**src/rtl/date_pkg.sv**
```systemverilog
// Shared widths, reset date, month numbers and the month_len helper for date_cnt.
// Leap-year handling is selected by the DATE_CNT_LEAP_YEAR_EN macro.
package date_pkg;

   localparam int DAY_W   = 5;
   localparam int MONTH_W = 4;
   localparam int YEAR_W  = 7;

   localparam logic [DAY_W-1:0]   RST_DAY   = 5'd1;
   localparam logic [MONTH_W-1:0] RST_MONTH = 4'd1;
   localparam logic [YEAR_W-1:0]  RST_YEAR  = 7'd0;
   localparam logic [YEAR_W-1:0]  YEAR_MAX  = 7'd99;

   localparam logic [MONTH_W-1:0] MON_JAN = 4'd1;
   localparam logic [MONTH_W-1:0] MON_FEB = 4'd2;
   localparam logic [MONTH_W-1:0] MON_MAR = 4'd3;
   localparam logic [MONTH_W-1:0] MON_APR = 4'd4;
   localparam logic [MONTH_W-1:0] MON_MAY = 4'd5;
   localparam logic [MONTH_W-1:0] MON_JUN = 4'd6;
   localparam logic [MONTH_W-1:0] MON_JUL = 4'd7;
   localparam logic [MONTH_W-1:0] MON_AUG = 4'd8;
   localparam logic [MONTH_W-1:0] MON_SEP = 4'd9;
   localparam logic [MONTH_W-1:0] MON_OCT = 4'd10;
   localparam logic [MONTH_W-1:0] MON_NOV = 4'd11;
   localparam logic [MONTH_W-1:0] MON_DEC = 4'd12;

`ifdef DATE_CNT_LEAP_YEAR_EN
   localparam bit LEAP_EN = 1'b1;
`else
   localparam bit LEAP_EN = 1'b0;
`endif

   // Only the two low year bits matter: within 2000-2099 every multiple of 4 is a leap year.
   // Returns 0 for an illegal month so any day fails the range check.
   function automatic logic [DAY_W-1:0] month_len(input logic [MONTH_W-1:0] m,
                                                  input logic [1:0]         y_lo);
      case (m)
         MON_JAN, MON_MAR, MON_MAY, MON_JUL,
         MON_AUG, MON_OCT, MON_DEC:          month_len = 5'd31;
         MON_APR, MON_JUN, MON_SEP, MON_NOV: month_len = 5'd30;
         MON_FEB:  month_len = (LEAP_EN && (y_lo == 2'b00)) ? 5'd29 : 5'd28;
         default:  month_len = 5'd0;
      endcase
   endfunction

endpackage

```
**src/rtl/sync_edge.sv**
```systemverilog
// Synchronizes an asynchronous level into clk and emits a one-cycle tick per rising edge.
module sync_edge
   import date_pkg::*;
#(
   parameter int SYNC_STAGES = 2
) (
   input  logic clk,
   input  logic rst,
   input  logic din,
   output logic tick
);

   logic [SYNC_STAGES-1:0] sync_q;
   logic                   prev_q;

   // NOTE: sequential state uses non-blocking assignments so every flop samples pre-edge values.
   always_ff @(posedge clk) begin
      if (rst) begin
         sync_q <= '0;
         prev_q <= 1'b0;
      end else begin
         sync_q <= {sync_q[SYNC_STAGES-2:0], din};
         prev_q <= sync_q[SYNC_STAGES-1];
      end
   end

   // Combinational from flops only, so the date register sees the tick on edge SYNC_STAGES.
   assign tick = sync_q[SYNC_STAGES-1] & ~prev_q;

endmodule

```
**src/rtl/date_cnt.sv**
```systemverilog
// Calendar date counter (2000-2099) advanced by an asynchronous day carry, with checked loads.
// Leap-year February is enabled by defining DATE_CNT_LEAP_YEAR_EN.
module date_cnt
   import date_pkg::*;
#(
   parameter int SYNC_STAGES = 2
) (
   input  logic               clk,
   input  logic               rst,
   input  logic               day_clk,
   input  logic               set_en,
   input  logic [DAY_W-1:0]   set_day,
   input  logic [MONTH_W-1:0] set_month,
   input  logic [YEAR_W-1:0]  set_year,
   output logic [DAY_W-1:0]   day,
   output logic [MONTH_W-1:0] month,
   output logic [YEAR_W-1:0]  year,
   output logic               out_clk,
   output logic               set_err
);

   logic             tick;
   logic [DAY_W-1:0] cur_len;
   logic [DAY_W-1:0] set_len;
   logic             set_ok;

   sync_edge #(
      .SYNC_STAGES (SYNC_STAGES)
   ) u_sync_edge (
      .clk  (clk),
      .rst  (rst),
      .din  (day_clk),
      .tick (tick)
   );

   always_comb begin
      cur_len = month_len(month, year[1:0]);
      set_len = month_len(set_month, set_year[1:0]);
      set_ok  = (set_month >= MON_JAN) && (set_month <= MON_DEC) &&
                (set_year <= YEAR_MAX) && (set_day != '0) && (set_day <= set_len);
   end

   // A load always beats a coincident tick; the tick is dropped, not queued.
   always_ff @(posedge clk) begin
      if (rst) begin
         day     <= RST_DAY;
         month   <= RST_MONTH;
         year    <= RST_YEAR;
         out_clk <= 1'b0;
         set_err <= 1'b0;
      end else begin
         out_clk <= 1'b0;
         set_err <= 1'b0;
         if (set_en) begin
            if (set_ok) begin
               day   <= set_day;
               month <= set_month;
               year  <= set_year;
            end else begin
               set_err <= 1'b1;
            end
         end else if (tick) begin
            if (day < cur_len) begin
               day <= day + 5'd1;
            end else if (month < MON_DEC) begin
               day   <= RST_DAY;
               month <= month + 4'd1;
            end else begin
               day     <= RST_DAY;
               month   <= MON_JAN;
               year    <= (year == YEAR_MAX) ? '0 : year + 7'd1;
               out_clk <= 1'b1;
            end
         end
      end
   end

endmodule

```
**config.mk**
```make
export PLATFORM = sky130hd
export DESIGN_NAME = date_cnt
export DESIGN_NICKNAME = d
export VERILOG_FILES = /design/src/rtl/date_pkg.sv /design/src/rtl/sync_edge.sv /design/src/rtl/date_cnt.sv
export SDC_FILE = /design/constraint.sdc
export NUM_CORES = 1
export LEC_CHECK = 0
export BUFFER_PORTS_ARGS = -buffer_cell sky130_fd_sc_hd__clkbuf_2
export CAP_MARGIN = 10
export CORE_ASPECT_RATIO = 0.7
export CORE_MARGIN = 3
export CORE_UTILIZATION = 53
export DETAILED_ROUTE_END_ITERATION = 16
export MAX_ROUTING_LAYER = met4
export PLACE_DENSITY = 0.79
export SYNTH_ARGS = -nofsm -noshare
export SYNTH_HDL_FRONTEND = slang
export SYNTH_SLANG_ARGS = --single-unit
```
**constraint.sdc**
```tcl
create_clock -name clk -period 3.4 [get_ports clk]
set_clock_uncertainty 0.05 [all_clocks]
set_input_delay 0.34 -clock clk [delete_from_list [all_inputs] [get_ports clk]]
set_output_delay 0.34 -clock clk [all_outputs]
set_load 0.005 [all_outputs]
```
# Word level (Yosys, flattened, before mapping)
# Memories as Yosys holds them, arrays and structs flattened. A register that Yosys moved wholly into a read port is not among the register bits.
# Cells that the tools add are included.
dict set report totals {
  ff_bits 21
  romBits 160
  input_bits 20
  elab_cells 56
  n_memories 2
}
# name words word_bits rd rd_ports_with_merged_regs write_ports line_no
set memory_table {}
lappend memory_table {{(no name shown)} 16 5 1 1 0 date_pkg.sv:37} ;# case (m)
lappend memory_table {{(no name shown)} 16 5 1 0 0 date_pkg.sv:37}
dict set report classes {
  n_addsub 3
  order_cmp 6
  n_eq_ne 4
  n_mux 19
  bitwise_logic 4
  reduce_logical 11
}
# cell count
set op_table {}
lappend op_table {{$mux 7} 6}
lappend op_table {{$mux 4} 7}
lappend op_table {{$mux 5} 4}
lappend op_table {{$add 7x1->7 const B} 1}
lappend op_table {{$eq 7x7->1 const B} 1}
lappend op_table {{$le 7x7->1 const B} 1}
lappend op_table {{$add 5x1->5 const B} 1}
lappend op_table {{$le 5x5->1} 1}
lappend op_table {{$lt 5x5->1} 1}
lappend op_table {{$reduce_bool 5->1} 1}
lappend op_table {{$add 4x1->4 const B} 1}
lappend op_table {{$ge 4x1->1 const B} 1}
lappend op_table {{$le 4x4->1 const B} 1}
lappend op_table {{$logic_and 1x1->1} 4}
lappend op_table {{$lt 4x4->1 const B} 1}
lappend op_table {{$ne 2x2->1 const B} 2}
lappend op_table {{$reduce_and 4->1} 1}
lappend op_table {{$reduce_or 4->1} 1}
lappend op_table {{$not 1->1} 3}
lappend op_table {{$reduce_and 3->1} 1}
lappend op_table {{$mux 1} 2}
lappend op_table {{$ne 2x1->1 const B} 1}
lappend op_table {{$reduce_and 2->1} 1}
lappend op_table {{$reduce_bool 2->1} 1}
lappend op_table {{2 further kinds} 2}

# Longest topological paths before layout
dict set report depth {
  word_depth 9
  mapped_depth 11
  depth_no_buf 10
}

# Cells and area by module
# Synthesis repeated with hierarchy kept, for this count alone.
dict set report hier_totals {
  cells_unflattened 201
  hier_area_um2 1647.8
}
# module n_inst cells_each area_per_inst_um2 seq_area_each_um2
set by_module_without_submodules {}
lappend by_module_without_submodules {date_cnt 1 194 1560.2 420.4}
lappend by_module_without_submodules {sync_edge 1 7 87.6 60.1}

# Worst setup path after synthesis
# Ideal clock, no wire load.
dict set report synth_timing {
  path_type {input-to-reg}
  from {input set_month[3]}
  to {register cur_len[3] (netlist name)}
  setup_ns 0.070
  arrival_time_ns 2.769
  setup_slack_ns 0.511
  path_stages 9
  path_cell_list {or3_1 > o21ai_2 > ha_1 > and3_1 > o41a_1 > a22oi_4 > mux2_4 > and3_1 > a21oi_1}
}
dict set report synth_between {
  elab_chain_cells 9
}
# element line_no
set synth_rtl {}
lappend synth_rtl {{start, declared} date_cnt.sv:13} ;# input logic [MONTH_W-1:0] set_month,
lappend synth_rtl {{branches (longest 7 deep; another with $mem_v2 16x5)} -}
lappend synth_rtl {{$mux 4 (no line) * (2 in a row)} -}
# Every way passes the cells marked *. The select of a mux whose other input is x is not followed.
# A chain may end at the register's enable or synchronous reset.

# Final worst setup path
dict set report layout_timing {
  from {input set_month[3]}
  to {register cur_len[3] (netlist name)}
}
dict set report layout_between {
  elab_chain_cells 9
}
# element
set layout_rtl {}
lappend layout_rtl {{branches (longest 7 deep; another with $mem_v2 16x5)}}
lappend layout_rtl {{$mux 4 (no line) * (2 in a row)}}
# Marked as above.

==> results.toml <==
[run_status]
status = "completed"

[route]
vias_per_cell = 5.69
drt_iter0_drc = 93
drc = 0
wl_mm = 3.68
antenna_left = 0
drt_pass1_iterations = 5
vias = 1507
avgRoutedWirePerCell_microns = 13.9

[pwr]
powerDensity_mw_per_mm2 = 355
p_leak_nw = 0.885
ir_drop_mv = 0.207

[floorplanning]
num_rows = 16
start_util = 0.565
io_pins = 38
core_sq_mm = 0.00284
die_w_microns = 71.8
fp.dieH_microns = 52.1
die-area_sq_mm = 0.00374

[synthesis]
synth.largest_area_cell = "dfxtp_1"
synth_most_common_cell = "dfxtp_1"
ys_async_sr_fraction = 0
synthFlopType = "dfxtp_1"
yosys_warnings = 0
postSynthCellCount = 196
synth_cell_types = 45
ys_seq_elements = 24
synth_commonest_cells = "24 x dfxtp_1, 22 x a21oi_1, 22 x nand2_1"
post_synth.cell_area_avg_sq_um = 8.20
synth_top_area_frac = 0.299
synth_edf_count = 0
ys_seq_area_frac = 0.299
synth.area.top_cells = "dfxtp_1 30%, ha_1 7.8%, a21oi_1 6.9%, mux2i_1 6.9%, nand2_1 5.1%"
synthesis.area_sq_mm = 0.00161
syn_nets = 226

[cts]
clock_latency_ns = 0.26
cts_buffer_depth = 2
clkTransAtPathRegs_ns = 0.08
post_cts_buffers = 0
cts-resized-gates = 0
cts.sinks = 24
cts_buffers = 3
cts_tree = "built"
cts.hold.buffers_added = 0
cts-htree-levels = 1
cts_root_buf = "clkbuf_8"

[placement]
port_buffers = 37
dp.cells = 261
gp_congestion = 0.825
pre_cts_ws_ns = 0.149
hpwl_mm = 2.88

[critical_path]
cp_top_family = "compound AO/OA/AOI/OAI gates"
start_kind = "primary input"
path_max_fanout = 8
critPathBufInv = 1
crit_type = "in -> reg"
path_cells = "clkbuf_2 > or3_1 > o21ai_2 > ha_1 > and3_1 > o41a_1 > a22oi_4 > mux2_4 > and3_1 > a21oi_1"
worst_setup_path_end_kind = "flop"
path_common_cell = "and3_1"
critPathArrivalTime_ns = 3.11
critPathMaxStageDelay_ns = 0.50
cpMaxStageDelayCell = "o41a_1"
cp_data_required_time_ns = 3.54

[timing]
max_freq_mhz = 337
hold_ws_ns = 0.260
setup_viol = 0
drv_slew = 0
worstMarginPinSlew_ns = 0.622
hold_viol = 0
fin_crit_ns = 2.97
relSlewSlack = 0.585
rsz0062_at_grt = "no"
setup_tns_ns = 0
period_share = 0.874
finalWorstSetupSlack_ns = 0.430

[grt]
antenna_found_initial = 0
grt_pass1_wl_mm = 6.36
grt_pass1_vias = 1347
grtUsageTotal = 0.220
grt-ovfl-total = 0
grt_max_degree = 32

[final_layout]
synthToLayoutAreaGrowth_pct = 15.4
instances_no_fill = 265
drive_gt1_frac = 0.253
fin_nets = 260
diodes = 0

[hold_path]
min-delay-path-class = "in -> reg"

[flow_run]
max-cap-violations = 0
where the power goes:
| part | total, W | internal, W | switching (W) |
|---|---|---|---|
| Combinational | 0.000153 | 0.0000696 | 0.0000832 |
| Clock | 0.000191 | 0.000103 | 0.0000874 |
| Sequential | 0.000316 | 0.000297 | 0.0000187 |
| Total | 0.000659 | 0.000470 | 0.000189 |
per-stage QoR:
step	instance area (sq um)	util	power [W]
3_5_place_dp	1800	0.633	0.000474
3_3_place_gp	1800	0.633	0.000471
5_1_grt	1850	0.652	0.000696
4_1_cts	1850	0.652	0.000662
2_1_floorplan	1610	-	0.000425
6_report	1850	0.652	0.000659
layer usage:
metal  wire [microns]  global-route usage  share of wire
met1             1940               0.317           0.53
met2             1550               0.319           0.42
met3              177              0.0444          0.048
met4               14              0.0375         0.0038
met5                0                   -              0
area by class of cell:
cell class / count / area, sq um
inverters: 6 / 22.5
fillers: 252 / 988
repair buffers: 37 / 185
clock buffers: 4 / 55.1
multi-input cells: 158 / 1070
well taps: 36 / 45.0
flip-flops and latches: 24 / 480
kinds of logic (layout without fill, tap and decap cells):
family | Yosys count | count (layout) | share of synthesized area
simple gates | 83 | 83 | 0.274
mux | 15 | 15 | 0.101
fa+ha+maj | 10 | 10 | 0.0779
compound gates | 50 | 50 | 0.210
buf+inv | 14 | 47 | 0.0374
flops | 24 | 24 | 0.299
path summary, 6_finish.rpt:
path / from / endpoint / slack [ns] / depth (start not counted)
setup reg to reg: day[2] / cur_len[3] / 1.09 / 8
setup / recovery: set_month[3] / cur_len[3] / 0.43 / 10
hold / removal: day_clk / u_sync_edge.sync_q[0] / 0.26 / 2
hold reg to reg: u_sync_edge.sync_q[0] / u_sync_edge.sync_q[1] / 0.42 / 1
placed cells by master, fill, tap and decap left out, types with 3 or more instances in the layout:
master	n
a21oi_1	22
clkbuf_2	37
clkbuf_8	4
dfxtp_1	24
ha_1	10
inv_1	6
mux2i_1	11
nand2_1	22
nand2b_1	5
nand3_1	5
nor2_1	13
nor2b_1	10
nor3_1	9
nor3b_1	3
o21ai_0	3
o21ai_1	5
o21ai_2	3
o41ai_1	3
or2_1	4
worst reg2reg max path: stages (launching register included):
cell	delay, ns
dfxtp_1	0.44
ha_1	0.28
a21o_1	0.17
a31oi_1	0.18
o21ai_2	0.13
a22oi_4	0.33
mux2_4	0.35
and3_1	0.18
a21oi_1	0.13
sequential cells by signal (all words and copies together), names as in the netlist:
signal              flops
day                     5
month                   4
year                    7
u_sync_edge.sync_q      2
cur_len                 3
set_err                 1
out_clk                 1
u_sync_edge.prev_q      1
Power figures use the tool's default switching activity.
